<file path="src/rtl/mod5_seq_monitor.sv">
// Monitor for a mod-5 counter: acquires the sequence, locks after
// LOCK_LEN good steps, then flags illegal values, breaks and idle timeouts.
module mod5_seq_monitor #(
    parameter int LOCK_LEN = 2,
    parameter int TIMEOUT  = 16
) (
    input  logic       clk,
    input  logic       rst,
    input  logic [2:0] cnt_in,
    input  logic       en,
    input  logic       sticky_clr,
    output logic       locked,
    output logic [2:0] exp_cnt,
    output logic       err,
    output logic [1:0] err_code,
    output logic       err_sticky,
    output logic [7:0] wrap_cnt
);

    typedef enum logic [1:0] {
        ACQ     = 2'd0,
        CONFIRM = 2'd1,
        LOCKED  = 2'd2
    } state_t;

    localparam logic [2:0] LOCK_LEN_C = 3'(LOCK_LEN);
    localparam logic [7:0] IDLE_LAST  = 8'(TIMEOUT - 1);

    function automatic logic [2:0] succ(input logic [2:0] v);
        return (v == 3'd4) ? 3'd0 : v + 3'd1;
    endfunction

    state_t     r_state;
    logic [2:0] r_prev;
    logic [2:0] r_step;
    logic [7:0] r_idle;
    logic       r_locked;
    logic [2:0] r_exp;
    logic       r_err;
    logic [1:0] r_code;
    logic       r_sticky;
    logic [7:0] r_wrap;

    logic       w_legal;
    logic [2:0] w_step_nxt;
    logic       w_fault;
    logic [1:0] w_code;

    assign w_legal    = (cnt_in <= 3'd4);
    assign w_step_nxt = r_step + 3'd1;

    // Fault detection only matters while LOCKED
    always_comb begin
        w_fault = 1'b0;
        w_code  = 2'b00;
        if (r_state == LOCKED) begin
            if (en && !w_legal) begin
                w_fault = 1'b1;
                w_code  = 2'b01;
            end else if (en && cnt_in != r_exp) begin
                w_fault = 1'b1;
                w_code  = 2'b10;
            end else if (!en && r_idle == IDLE_LAST) begin
                w_fault = 1'b1;
                w_code  = 2'b11;
            end
        end
    end

    always_ff @(posedge clk) begin
        if (!rst) begin
            r_state  <= ACQ;
            r_prev   <= 3'd0;
            r_step   <= 3'd0;
            r_idle   <= 8'd0;
            r_locked <= 1'b0;
            r_exp    <= 3'd0;
            r_err    <= 1'b0;
            r_code   <= 2'b00;
            r_sticky <= 1'b0;
            r_wrap   <= 8'd0;
        end else begin
            r_err <= 1'b0;
            if (sticky_clr)
                r_sticky <= 1'b0;
            unique case (r_state)
                ACQ: begin
                    if (en && w_legal) begin
                        r_prev  <= cnt_in;
                        r_step  <= 3'd0;
                        r_state <= CONFIRM;
                    end
                end
                CONFIRM: begin
                    if (en && !w_legal) begin
                        r_state <= ACQ;
                    end else if (en && cnt_in == succ(r_prev)) begin
                        r_prev <= cnt_in;
                        r_step <= w_step_nxt;
                        if (w_step_nxt == LOCK_LEN_C) begin
                            r_state  <= LOCKED;
                            r_locked <= 1'b1;
                            r_exp    <= succ(cnt_in);
                            r_idle   <= 8'd0;
                        end
                    end else if (en) begin
                        r_prev <= cnt_in;
                        r_step <= 3'd0;
                    end
                end
                LOCKED: begin
                    if (w_fault) begin
                        r_state  <= ACQ;
                        r_locked <= 1'b0;
                        r_exp    <= 3'd0;
                        r_idle   <= 8'd0;
                        r_err    <= 1'b1;
                        r_code   <= w_code;
                        r_sticky <= 1'b1;
                    end else if (en) begin
                        r_exp  <= succ(r_exp);
                        r_idle <= 8'd0;
                        if (cnt_in == 3'd0 && r_wrap != 8'hFF)
                            r_wrap <= r_wrap + 8'd1;
                    end else begin
                        r_idle <= r_idle + 8'd1;
                    end
                end
                default: begin
                    r_state <= ACQ;
                end
            endcase
        end
    end

    assign locked     = r_locked;
    assign exp_cnt    = r_exp;
    assign err        = r_err;
    assign err_code   = r_code;
    assign err_sticky = r_sticky;
    assign wrap_cnt   = r_wrap;

endmodule
</file>
<file path="config.mk">
export PLATFORM = sky130hd
export DESIGN_NAME = mod5_seq_monitor
export DESIGN_NICKNAME = d
export VERILOG_FILES = /design/src/rtl/mod5_seq_monitor.sv
export SDC_FILE = /design/constraint.sdc
export NUM_CORES = 1
export LEC_CHECK = 0
export CORE_UTILIZATION = 35
export DETAILED_ROUTE_END_ITERATION = 10
export SKIP_LAST_GASP = 1
export SLEW_MARGIN = 30
export SYNTH_ARGS = -nofsm -noshare
export SYNTH_HDL_FRONTEND = slang
export SYNTH_SLANG_ARGS = --single-unit
</file>
<file path="constraint.sdc">
create_clock -name clk -period 3.2 [get_ports clk]
set_clock_uncertainty 0.15 [all_clocks]
set_input_delay 0.32 -clock clk [delete_from_list [all_inputs] [get_ports clk]]
set_output_delay 0.32 -clock clk [all_outputs]
set_load 0.1 [all_outputs]
</file>
==> flow_summary.toml, run 1 <==
[detailed_routing]
drt_iter0_drc = 28
ant_nets = 0
drc_errors = 0
vias = 1492
wirelength_mm = 3.62
via_per_inst = 4.96
wl_per_cell_um = 12.0
dr.pass1.iters = 4

[power]
ir_drop_mv = 0.167
total_power_uw = 893
power.density_mw_per_mm2 = 420
p_leak_uw = 0.000813

[floorplan]
die-height_um = 72.4
start_util_pct = 36.4
die_w_um = 72.4
dieArea_sq_mm = 0.00524
num_rows = 25
ios = 23
coreArea_sq_mm = 0.00475

[synthesis]
ys_seq_area_share_pct = 37.0
synth_area_sq_mm = 0.00173
synth_cells = 208
synth_top_flop_cell = "dfxtp_1"
ys_warn_count = 0
async_flop_share_pct = 0
ys_types = 45
syn_nets = 225
ys_ff_latch = 32
syn_avg_cell_area_sq_um = 8.33
synth_enable_flop_cells = 0

[clock_network]
clockRootBuffer = "clkbuf_8"
htree_levels = 2
ctsLongestPathBuffers = 2
cts_buffers = 5
cts-hold-fix-buffers = 0
cts_resized = 0
clock_latency_ns = 0.28
cts_tree = "yes"
cts_setup_buffers = 0
clkSlewWorstSetupHoldPaths_ns = 0.07
clock_sinks = 32

[worst_setup_path]
crit_type = "reg2reg"
crit_fanout = 18
cp-start-kind = "flop"
crit_required_ns = 3.22
cp-end-kind = "flop"
cp.arrival_ns = 2.74

[grt]
grt.busiest_layer = "met2"
grt_max_degree = 21
use_met3_pct = 5.00
met2_usage_pct = 21.9
grt_pass1_wl_mm = 6.02
grt_overflow_total = 0
grtUsageMet1_pct = 19.5
antenna_found_initial = 0
first_global_vias = 1322
grt_usage_pct = 14.8

[sta]
final_max_slew_viol_count = 0
setup_tns_ns = 0
fmax_mhz = 368
setup_viol = 0
rsz0062_at_grt = "false"
period_share_pct = 84.9
relSlewSlack_pct = 35.3
min_period_ns = 2.72
worstMarginPinSlew_ns = 0.968
hold_viol = 0

[worst_hold_path]
hp-class = "reg2reg"

[placed_design]
io_buffers = 22
place_inst = 293
hpwl_mm = 2.57
gp_congestion = 0.830

[finish]
antennaDiodeCount = 0
multi_input_area_sq_mm = 0.00101
nNetsFinal = 250
instances_no_fill = 301
drive_above_1_share_pct = 12.8
fin_util_pct = 44.7
fillers = 496
regArea_sq_um = 641
syn2layout_area_growth_pct = 22.6

[run]
drv_cap = 0

[outcome]
outcome = "finished clean"
==> per-layer routing <==
| metal | wire [um] | vias up | part of all wire, % |
|---|---|---|---|
| met2 | 1520 | 32 | 42 |
| met3 | 196 | 8 | 5.4 |
| li1 | - | 782 | - |
| met4 | 82 | 0 | 2.3 |
| met5 | 0 | - | 0 |
| met1 | 1830 | 670 | 50 |
==> flip-flops by register name, summed over array words and instances, names as in the netlist <==
| signal | count |
|---|---|
| err | 1 |
| r_step | 3 |
| r_state | 2 |
| r_prev | 3 |
| exp_cnt | 3 |
| err_code | 2 |
| r_idle | 8 |
| wrap_cnt | 8 |
| locked | 1 |
| err_sticky | 1 |
==> Yosys cell counts (all sizes together), types with 3 or more instances <==
cell type  number  share of area, %
a21oi          20               6.0
or3             7               2.5
nand2          12               2.6
nor3            8               2.3
xnor2          11               5.6
nor2b           8               2.9
or2             4               1.4
nand3           7               2.0
mux2i           3               1.7
inv            14               3.0
o21ai           9               2.6
dfxtp          32                37
nand2b          3               1.5
nor2           21               4.5
ha             10               7.2
clkbuf          6               1.3
==> kinds of logic (layout without fill, tap and decap cells) <==
kind of cell	after synthesis	in the layout	synth area share [%]
xor gates and xnor gates	13	13	6.57
buffers and inverters	21	47	4.98
adders and majority gates	10	10	7.22
DFF	32	32	37.0
AOI/OAI and AO/OA	47	47	17.6
and+or+nand+nor	81	81	24.3
muxes	4	4	2.38
==> critical path, cell delays in order, from the launching register on <==
cell and delay [ns]:
dfxtp_1 0.39, inv_1 0.06, ha_1 0.30, xnor2_1 0.22, nand4_1 0.18, a2111oi_2 0.35
a21oi_2 0.28, or2_1 0.33, o311a_1 0.35
==> placed cells by master (no fill, tap or decap), types with 2 or more instances in the layout <==
cell type | netlist | routed
dfxtp_1 | 32 | 32
nor2_1 | 21 | 21
a21oi_1 | 19 | 19
inv_1 | 14 | 14
buf_4 | 0 | 14
nand2_1 | 12 | 12
xnor2_1 | 11 | 11
clkdlybuf4s50_1 | 0 | 11
ha_1 | 10 | 10
nor2b_1 | 8 | 8
nor3_1 | 8 | 8
nand3_1 | 7 | 7
or3_1 | 7 | 7
o21ai_0 | 7 | 7
clkbuf_8 | 0 | 7
or2_2 | 3 | 3
mux2i_1 | 3 | 3
nand2b_1 | 2 | 2
o21ai_1 | 2 | 2
o211ai_1 | 2 | 2
a211oi_1 | 2 | 2
nand4_1 | 2 | 2
or4_1 | 2 | 2
o22ai_1 | 2 | 2
and3_1 | 2 | 2
xor2_1 | 2 | 2
nor3b_1 | 2 | 2
==> area by class of cell <==
| type | instances | share of cell area, % |
|---|---|---|
| Clock inverter | 1 | 1.41 |
| Tap cell | 67 | 3.95 |
| Clock buffer | 7 | 4.53 |
| Timing Repair Buffer | 25 | 10.1 |
| Inverter | 14 | 2.47 |
| Multi-Input combinational cell | 155 | 47.3 |
| Sequential cell | 32 | 30.2 |
==> power breakdown <==
part / leakage [uW] / switching (uW) / internal [uW]
sequential: 0.000258 / 3.09 / 401
clock: 0.0000645 / 156 / 275
combinational: 0.000490 / 33.3 / 25.3
==> through the flow <==
step                setup WS [ns]  hold WS [ns]  cell area [sq um]
global route                0.389         0.354               2120
finish                      0.483         0.324               2120
global placement            0.361         0.315               2000
floorplan                   0.756         0.288               1730
detailed placement          0.325         0.317               2000
CTS                         0.472         0.327               2120
==> path summary, 6_finish.rpt <==
kind	slack, ns	startpoint	end	cells after the start
worst min register to register	0.32	r_step[1]$_SDFFE_PN0P_	r_step[1]$_SDFFE_PN0P_	2
worst min-delay path	0.32	r_step[1]$_SDFFE_PN0P_	r_step[1]$_SDFFE_PN0P_	2
worst max register to register	0.48	r_prev[0]$_SDFFE_PN0P_	exp_cnt[0]$_SDFFE_PN0P_	8
worst max-delay path	0.48	r_prev[0]$_SDFFE_PN0P_	exp_cnt[0]$_SDFFE_PN0P_	8
No activity file was read; power rests on OpenSTA's default activity.
==> inputs of run 2 (changes only) <==
Clock period 3.2 ns to 2.6 ns, I/O delays scaled along.
==> flow_summary.toml, run 2 (synthesis gave the netlist of run 1 again) <==
[outcome]
outcome = "finished clean"

[worst_setup_path]
cp-end-kind = "flop"
cp_slowest_stage_delay_ns = 0.55
crit_type = "reg2reg"
ff2ff_path_depth = 8
cp.arrival_ns = 2.57
cp-start-kind = "flop"
worst_path_max_delay_cell = "or4_1"
crit_required_ns = 2.68
reg2reg_to = "r_idle[7]$_SDFFE_PN0P_"
r2r_setup_slack_ns = 0.11
path_common_cell = "a21oi_2"
r2r_start = "r_prev[0]$_SDFFE_PN0P_"
crit_chain = "inv_1 -> ha_1 -> xnor2_2 -> nand4_1 -> a2111oi_4 -> a21oi_2 -> or4_1 -> a21oi_2"
crit_fanout = 5

[worst_hold_path]
hold_start = "r_step[1]$_SDFFE_PN0P_"
hp-class = "reg2reg"
hold_path_end = "r_step[1]$_SDFFE_PN0P_"
worstHoldPathCells = 2

[grt]
first_global_vias = 1387
grt_max_degree = 21
antenna_found_initial = 0
grt_pass1_wl_mm = 6.12
grt_overflow_total = 0
grt_usage_pct = 15.1

[power]
ir_drop_mv = 0.213
power.share.sequential_pct = 44.6
sw_frac_of_total_pct = 22.0
p_int_uw = 870
p_clk_share_pct = 47.8
power.density_mw_per_mm2 = 506
comb_power_share_pct = 7.6
switching_power_uw = 245
p_leak_uw = 0.000870

[floorplan]
die-height_um = 72.4
ios = 23
num_rows = 25
dieArea_sq_mm = 0.00524
start_util_pct = 36.4
coreArea_sq_mm = 0.00475
die_w_um = 72.4

[finish]
fin_util_pct = 46.4
syn2layout_area_growth_pct = 27.2
mostFrequentLayoutCells = "dfxtp_1, buf_4, nor2_1, a21oi_1, inv_1"
fillers = 482
antennaDiodeCount = 0
drive_above_1_share_pct = 19.3
final_common_cell = "dfxtp_1"
nNetsFinal = 259

[sta]
min_period_ns = 2.49
setup_viol = 0
fmax_mhz = 402
relSlewSlack_pct = 55.5
period_share_pct = 95.6
whs_ns = 0.328
hold_viol = 0
worstMarginPinSlew_ns = 0.666
final_max_slew_viol_count = 0

[clock_network]
cts_buffers = 5
ctsLongestPathBuffers = 2
htree_levels = 2
clock_sinks = 32
cts_tree = "yes"
clock_latency_ns = 0.29
clockRootBuffer = "clkbuf_8"
clkSlewWorstSetupHoldPaths_ns = 0.07

[detailed_routing]
ant_nets = 0
wirelength_mm = 3.77
wl_per_cell_um = 12.1
vias = 1553
drc_errors = 0
via_per_inst = 5.01
dr.pass1.iters = 4
drt_iter0_drc = 56

[placed_design]
io_buffers = 22
hpwl_mm = 2.69
gp_congestion = 0.777

[run]
drv_cap = 0
## run 2: cell types whose count changed in the layout (fill, tap and decap cells not counted), sizes merged
cell	delta
buf	+14
clkdlybuf4s50	-5
## run 2: power groups by stage
stage | clock network (uW) | logic (uW) | registers [uW]
global placement | 0 | 79.7 | 509
CTS | 549 | 80.6 | 498
floorplan | 0 | 49.6 | 508
global route | 568 | 92.9 | 498
finish | 534 | 84.4 | 498
detailed placement | 0 | 80.3 | 509
## run 2: routing by layer
metal	global-route usage, %	up-vias	wire length, um
met4	7.19	0	74
met1	19.2	715	1890
met2	23.6	36	1630
met3	4.17	5	168
met5	0	-	0
li1	-	797	-
## run 2: how the worst max path moves through the flow
stage	from	endpoint	depth (start not counted)
after global routing	r_prev[0]$_SDFFE_PN0P_	r_idle[7]$_SDFFE_PN0P_	8
after detailed placement	cnt_in[2]	exp_cnt[0]$_SDFFE_PN0P_	7
after floorplan	exp_cnt[0]$_SDFFE_PN0P_	wrap_cnt[6]$_SDFFE_PN0P_	7
after CTS	r_prev[0]$_SDFFE_PN0P_	exp_cnt[0]$_SDFFE_PN0P_	8
final	r_prev[0]$_SDFFE_PN0P_	r_idle[7]$_SDFFE_PN0P_	8
after global placement	cnt_in[2]	exp_cnt[0]$_SDFFE_PN0P_	7
## run 2: worst max-delay path: cells and delay by family, from the launching register on
family / cells / cell delay [ns]
DFF: 1 / 0.36
AOI/OAI and AO/OA: 3 / 0.64
buffers and inverters: 1 / 0.05
xor gates and xnor gates: 1 / 0.16
adders and majority gates: 1 / 0.32
and+or+nand+nor: 2 / 0.75
## run 2: through the flow
stage	power [uW]	setup slack (ns)	cell area (sq um)	TNS [ns]	std cells
finish	1120	0.113	2200	0	310
detailed placement	589	-0.0405	2050	-0.0819	301
global placement	589	-0.0109	2050	-0.0109	301
global route	1160	-0.0232	2200	-0.0232	310
floorplan	557	0.156	1730	0	208
CTS	1130	0.0488	2170	0	309
## run 2: area by class of cell
cell class                      count  area [sq um]  share of cell area [%]
Clock buffer                        7          96.3                    4.37
Timing Repair Buffer               34           270                    12.3
Clock inverter                      1          30.0                    1.36
Tap cell                           67          83.8                    3.80
Sequential cell                    32           642                    29.1
Multi-Input combinational cell    155          1030                    46.7
Inverter                           14          52.6                    2.38
## run 2: what timing repair did
item                       4_1_cts  5_1_grt
gates resized for setup          0        4
setup endpoints to repair        0        7
buffers inserted                 0        1
hold buffers                     0        0
==> inputs of run 3 (changes only) <==
Settings changed: CORE_UTILIZATION 35 to 42.
==> flow_summary.toml, run 3 (synthesis gave the netlist of run 1 again) <==
[outcome]
outcome = "finished clean"

[detailed_routing]
dr_wl_met2_mm = 1.99
wirelength_mm = 4.04
wl_per_cell_um = 13.9
dr.pass1.iters = 4
ant_nets = 0
m1WireLength_mm = 1.78
vias = 1642
wl_met3_um = 201
drc_errors = 0
top_layer = "met4"
drt_iter0_drc = 51
via_per_inst = 5.66

[clock_network]
htree_levels = 2
ctsLongestPathBuffers = 2
clock_sinks = 32
clkSlewWorstSetupHoldPaths_ns = 0.07
cts-hold-fix-buffers = 0
clock_latency_ns = 0.29
cts_tree = "yes"
cts_buffers = 5
clockRootBuffer = "clkbuf_8"

[power]
power.density_mw_per_mm2 = 504
power.share.sequential_pct = 44.8
p_leak_uw = 0.000872
switching_power_uw = 239
ir_drop_mv = 0.229
p_int_uw = 871
p_clk_share_pct = 47.3
comb_power_share_pct = 7.8
total_power_uw = 1110
sw_frac_of_total_pct = 21.5

[worst_setup_path]
crit_required_ns = 2.63
crit_chain = "inv_1 -> ha_4 -> xnor2_2 -> nand4_1 -> a2111oi_4 -> a21oi_4 -> or2_4 -> o311a_1"
ff2ff_path_depth = 8
cp_slowest_stage_delay_ns = 0.41
critPathLaunch = "r_prev[0]$_SDFFE_PN0P_"
cp-start-kind = "flop"
crit_type = "reg2reg"
cp-end-kind = "flop"
r2r_start = "r_prev[0]$_SDFFE_PN0P_"
crit_fanout = 7
cp.arrival_ns = 2.57
worst_path_max_delay_cell = "a2111oi_4"

[finish]
stdcell_area_sq_mm = 0.00220
syn2layout_area_growth_pct = 27.1
instances_no_fill = 290
final_common_cell = "dfxtp_1"
antennaDiodeCount = 0
drive_above_1_share_pct = 20.2
nNetsFinal = 258
mostFrequentLayoutCells = "dfxtp_1, buf_4, nor2_1, a21oi_1, inv_1"

[worst_hold_path]
hp-class = "reg2reg"
worstHoldPathCells = 2
hold_start = "r_step[1]$_SDFFE_PN0P_"

[grt]
antenna_found_initial = 0
grt_usage_pct = 20.0
grt_max_degree = 21
first_global_vias = 1513
grt_overflow_total = 0
grt_pass1_wl_mm = 6.61

[run]
drv_cap = 0

[sta]
worstMarginPinSlew_ns = 0.713
hold_viol = 0
setup_viol = 0
rsz0062_at_grt = "false"
period_share_pct = 98.0
setup_tns_ns = 0
final_max_slew_viol_count = 0
whs_ns = 0.325
min_period_ns = 2.55
relSlewSlack_pct = 52.4
fmax_mhz = 392

[placed_design]
io_buffers = 22
hpwl_mm = 2.88
dpl_cell_area_sq_mm = 0.00201
place_inst = 280
gp_congestion = 0.890

[floorplan]
ios = 23
start_util_pct = 45.6
num_rows = 22
die-height_um = 66.2
dieArea_sq_mm = 0.00439
die_w_um = 66.2
coreArea_sq_mm = 0.00380
[run 3: cell count changes in the layout (fill, tap and decap cells not counted), sizes merged]
cell | before | now
buf | 28 | 27
[run 3: path summary, 6_finish.rpt]
check / end / slack (ns)
worst max-delay path: exp_cnt[0]$_SDFFE_PN0P_ / 0.05
worst min-delay path: r_step[1]$_SDFFE_PN0P_ / 0.33
worst max register to register: exp_cnt[0]$_SDFFE_PN0P_ / 0.05
worst min register to register: r_step[1]$_SDFFE_PN0P_ / 0.33
[run 3: area by class of cell]
| class | count | area, sq um |
|---|---|---|
| clock inverter | 1 | 30.0 |
| sequential | 32 | 646 |
| clock buffer | 7 | 96.3 |
| inverter | 14 | 52.6 |
| tap | 48 | 60.1 |
| fill | 348 | 1600 |
| timing repair buffer | 33 | 267 |
| multi-input combinational | 155 | 1050 |
[run 3: metrics by stage]
stage	worst slack (ns)	utilization, %
2_1_floorplan	0.156	-
3_3_place_gp	-0.0325	52.8
3_5_place_dp	-0.101	52.8
4_1_cts	0.0338	56.9
5_1_grt	0.00572	58.0
6_report	0.0513	58.0
[run 3: timing repair]
item                                    CTS  global route
gates resized for setup                   2             8
endpoints found under the setup margin    7             6
setup buffers                             1             1
pin swaps                                 1             4
[run 3: power by group through the flow]
stage	clock, uW	sequential (uW)	combinational [uW]
5_1_grt	561	498	95.6
3_5_place_dp	0	509	78.4
3_3_place_gp	0	509	77.1
6_report	525	498	87.1
2_1_floorplan	0	508	49.6
4_1_cts	538	498	83.4
[run 3: worst max-delay path: cells and delay by family (launching register included)]
| kind | cells | cell delay [ns] |
|---|---|---|
| simple gates | 2 | 0.51 |
| flops | 1 | 0.37 |
| compound gates | 3 | 0.91 |
| xor+xnor | 1 | 0.20 |
| fa+ha+maj | 1 | 0.24 |
| buf+inv | 1 | 0.07 |
[run 3: metal layers]
metal | up-vias | GRT usage [%]
met2 | 60 | 35.1
met3 | 9 | 5.52
met5 | - | 0
met1 | 774 | 22.9
li1 | 799 | -
met4 | 0 | 7.18
